`src/rtl/fp_special_classify.sv`:
```
// ----------------------------------------------------------------------------
// fp_special_classify
//   Classifies an IEEE-754 style floating-point operand as NaN, infinity,
//   zero or subnormal, and passes its sign bit through. All outputs are
//   registered, so the latency is one cycle and one operand can be accepted
//   every cycle.
//
//   Optional feature macro: FP_SPECIAL_DAZ_EN
//     When defined, the block treats denormals as zero: subnormal operands
//     report zero=1 and subnormal=0. The sign bit still passes through.
//
// Parameters
//   DATA_W     total word width (sign + exponent + mantissa)
//   EXP_W      exponent field width; mantissa is DATA_W-EXP_W-1 bits
//
// Ports
//   clk_i      clock, all state changes on the rising edge
//   rst_i      synchronous, active-high reset; clears every output
//   data_i     operand {sign, exponent, mantissa}
//   nan        exponent all ones, mantissa non-zero (quiet or signalling)
//   infinite   exponent all ones, mantissa zero
//   zero       exponent zero, mantissa zero (also subnormals under DAZ)
//   subnormal  exponent zero, mantissa non-zero (never set under DAZ)
//   sign       sign bit of the operand, for every class
// ----------------------------------------------------------------------------
module fp_special_classify #(
    parameter int DATA_W = 32,
    parameter int EXP_W  = 8
) (
    input  logic              clk_i,
    input  logic              rst_i,
    input  logic [DATA_W-1:0] data_i,
    output logic              nan,
    output logic              infinite,
    output logic              zero,
    output logic              subnormal,
    output logic              sign
);

    localparam int MAN_W = DATA_W - EXP_W - 1;

    logic [EXP_W-1:0] exp_field;
    logic [MAN_W-1:0] man_field;
    logic             exp_ones;
    logic             exp_zero;
    logic             man_nz;

    logic nan_d, inf_d, zero_d, sub_d, sign_d;
    logic nan_q, inf_q, zero_q, sub_q, sign_q;

    assign exp_field = data_i[DATA_W-2 -: EXP_W];
    assign man_field = data_i[MAN_W-1:0];
    assign exp_ones  = &exp_field;
    assign exp_zero  = ~|exp_field;
    assign man_nz    = |man_field;

    // The four class flags come from disjoint exponent/mantissa conditions,
    // so at most one of them can be set for any operand.
    always_comb begin
        nan_d  = exp_ones &  man_nz;
        inf_d  = exp_ones & ~man_nz;
        sign_d = data_i[DATA_W-1];
`ifdef FP_SPECIAL_DAZ_EN
        // Denormals flush to zero: any zero exponent reports as zero.
        zero_d = exp_zero;
        sub_d  = 1'b0;
`else
        zero_d = exp_zero & ~man_nz;
        sub_d  = exp_zero &  man_nz;
`endif
    end

    always_ff @(posedge clk_i) begin
        if (rst_i) begin
            nan_q  <= 1'b0;
            inf_q  <= 1'b0;
            zero_q <= 1'b0;
            sub_q  <= 1'b0;
            sign_q <= 1'b0;
        end else begin
            nan_q  <= nan_d;
            inf_q  <= inf_d;
            zero_q <= zero_d;
            sub_q  <= sub_d;
            sign_q <= sign_d;
        end
    end

    assign nan       = nan_q;
    assign infinite  = inf_q;
    assign zero      = zero_q;
    assign subnormal = sub_q;
    assign sign      = sign_q;

endmodule

```
`config.mk`:
```
export PLATFORM = sky130hd
export DESIGN_NAME = fp_special_classify
export DESIGN_NICKNAME = d
export VERILOG_FILES = /design/src/rtl/fp_special_classify.sv
export SDC_FILE = /design/constraint.sdc
export NUM_CORES = 1
export LEC_CHECK = 0
export ABC_AREA = 1
export BUFFER_PORTS_ARGS = -buffer_cell sky130_fd_sc_hd__buf_4
export CORE_AREA = 2 2 39 41
export CTS_CLUSTER_SIZE = 28
export DETAILED_ROUTE_END_ITERATION = 10
export DIE_AREA = 0 0 41 43
export SLEW_MARGIN = 10
export SYNTH_ARGS = -nofsm -noshare
export SYNTH_HDL_FRONTEND = slang
export SYNTH_SLANG_ARGS = --single-unit
```
`constraint.sdc`:
```
create_clock -name clk_i -period 1.19 [get_ports clk_i]
set_clock_uncertainty 0.2 [all_clocks]
set_input_delay 0.238 -clock clk_i [delete_from_list [all_inputs] [get_ports clk_i]]
set_output_delay 0.238 -clock clk_i [all_outputs]
set_load 0.1 [all_outputs]
```
==> results.toml <==
[yosys]
synth-seq-cells = 5
syn-num-nets = 85
yosysWarnings = 0
synth.avg_cell_area_um2 = 5.86
synth_cells = 51
yosys-top-cells-area = "dfxtp_1 33%, nor2_1 23%, nand2_1 15%"
seq_area_frac_synth_pct = 33.5
syn_area_um2 = 299
synth.largest_area_cell = "dfxtp_1"
synth_cell_types = 9
synth_top_area_share_pct = 33.5

[critical_path]
crit_path_max_fanout = 1
critPathBufInv = 1
cp.required_ns = 0.75
startpoint = "sign"
critPathLaunchType = "register"
critPathArrivalTime_ns = 0.74
cpMaxStageDelayCell = "dfxtp_2"
crit_cells = 1
worstSetupPathType = "register to primary output"
end_kind = "primary output"
cpLargestDelayFamily = "flip-flops"
worstSetupEndpoint = "sign"
worstPathCellList = "buf_12"
slowest_delay_ns = 0.33

[cts]
clk_pin_slew_worst_paths_ns = 0.04
tritoncts = "yes"
clock_path_buffers = 2
cts_made_buffers = 3
clkSinkCount = 5
root_buffer = "clkbuf_4"
h-tree-depth = 1
postCtsSetupRepairBufs = 0

[run]
max_cap_violations = 0

[global_routing]
gr-usage-all-layers_pct = 11.1
antenna_found_initial = 0
grt.overflow.total = 0
grt_max_degree = 5
grt_pass1_vias = 360
grt_pass1_wl_um = 1350

[floorplanning]
dieArea_um2 = 1760
coreArea_um2 = 1380
fp-row-count = 14
die_h_um = 43
ios = 39
die_w_um = 41
start_util_pct = 21.6

[layout]
utilization_pct = 52.0
n_antenna_cell = 0
area_growth_pct = 141
nets = 130
final_common_cell = "buf_4"
drive_gt1_share_pct = 54.7
layout_common_cells = "33 x buf_4, 18 x nor2_1, 12 x nand2_1"

[timing]
worst_pin_slew_ns = 0.168
relSlewSlack_pct = 88.7
fin_crit_sh_pct = 99.0
fmax_mhz = 849
slew_viol_final = 0
fin_crit_ns = 1.18
rsz0062_at_grt = "true"
setup_viol = 0
holdWs_ns = 0.125
hold_violations = 0

[detailed_routing]
drt_wl_total_um = 820
drtIter0Drc = 0
vias_per_cell = 3.74
drc = 0
antenna_left = 0
dr.pass1.iters = 1
via_count = 415
wl_per_cell_um = 7.39

[placement]
io_buffers = 38
gp_congestion = 0.644
place_hpwl_um = 697

[run_status]
outcome = "finished, final reports clean"

[power_and_ir_drop]
p_total_uw = 497
vdd_drop_max_uv = 218
powerDensity_nw_per_um2 = 691
cellLeakagePower_uw = 0.000358

[worst_hold_path]
hold_path.class = "input port to register"
==> kinds of logic after synthesis <==
kind of cell / synth area share, %
simple gates: 56.5
buf+inv: 10.0
flops: 33.5
==> how the worst min path moves through the flow <==
| stage | start | endpoint | slack (ns) | cells after the start |
|---|---|---|---|---|
| global route | data_i[25] | zero | 0.14 | 6 |
| detailed placement | rst_i | sign | 0.20 | 2 |
| CTS | data_i[25] | zero | 0.12 | 6 |
| global placement | rst_i | sign | 0.20 | 2 |
| finish | data_i[25] | zero | 0.13 | 6 |
| floorplan | rst_i | sign | 0.10 | 1 |
==> state kept, by name, summed over array words and instances, names as in the netlist <==
name	flops
subnormal	1
zero	1
nan	1
sign	1
infinite	1
==> final cells by class <==
cell class,count,area (µm²)
clock buffers,4,26.3
fillers,129,664
inverters,8,30.0
multi-input cells,38,169
flip-flops and latches,5,106
well taps,16,20.0
repair buffers,40,368
==> metal layers <==
layer | vias up | GRT usage [%] | routed length (µm)
met4 | 0 | 7.33 | 0
met5 | - | 0 | 0
met2 | 7 | 18.4 | 463
met1 | 169 | 10.9 | 325
met3 | 0 | 3.66 | 31
li1 | 239 | - | -
==> report_power, final <==
part	switching [µW]	internal, µW	leakage (µW)
clock	63.3	126	0.0000150
combinational	46.1	89.4	0.000301
sequential	1.54	170	0.0000429
total	111	386	0.000358
==> stage by stage <==
stage / TNS, ns / cells / worst slack (ns) / instance area [µm²]
after CTS: -0.000366 / 111 / -0.000366 / 719
after floorplan: 0 / 51 / 0.126 / 305
final: 0 / 111 / 0.0117 / 719
after global placement: 0 / 105 / 0.0372 / 611
after detailed placement: 0 / 105 / 0.0311 / 611
after global routing: -0.0394 / 111 / -0.0151 / 719
==> timing repair <==
action / 4_1_cts / 5_1_grt
resized for setup: 15 / 0
setup endpoints to repair: 5 / 4
hold buffers: 2 / 0
endpoints found under the hold margin: 1 / 0
gates cloned: 0 / 0
==> cells in the mapped netlist <==
cell type / instances
inv_1: 8
dfxtp_1: 5
nor2_1: 18
nand2_1: 12
nand3_1: 1
nand3_2: 1
nand4_1: 1
nor3_2: 1
nor2_2: 4
Note: power is estimated with default switching activity, not from simulation.
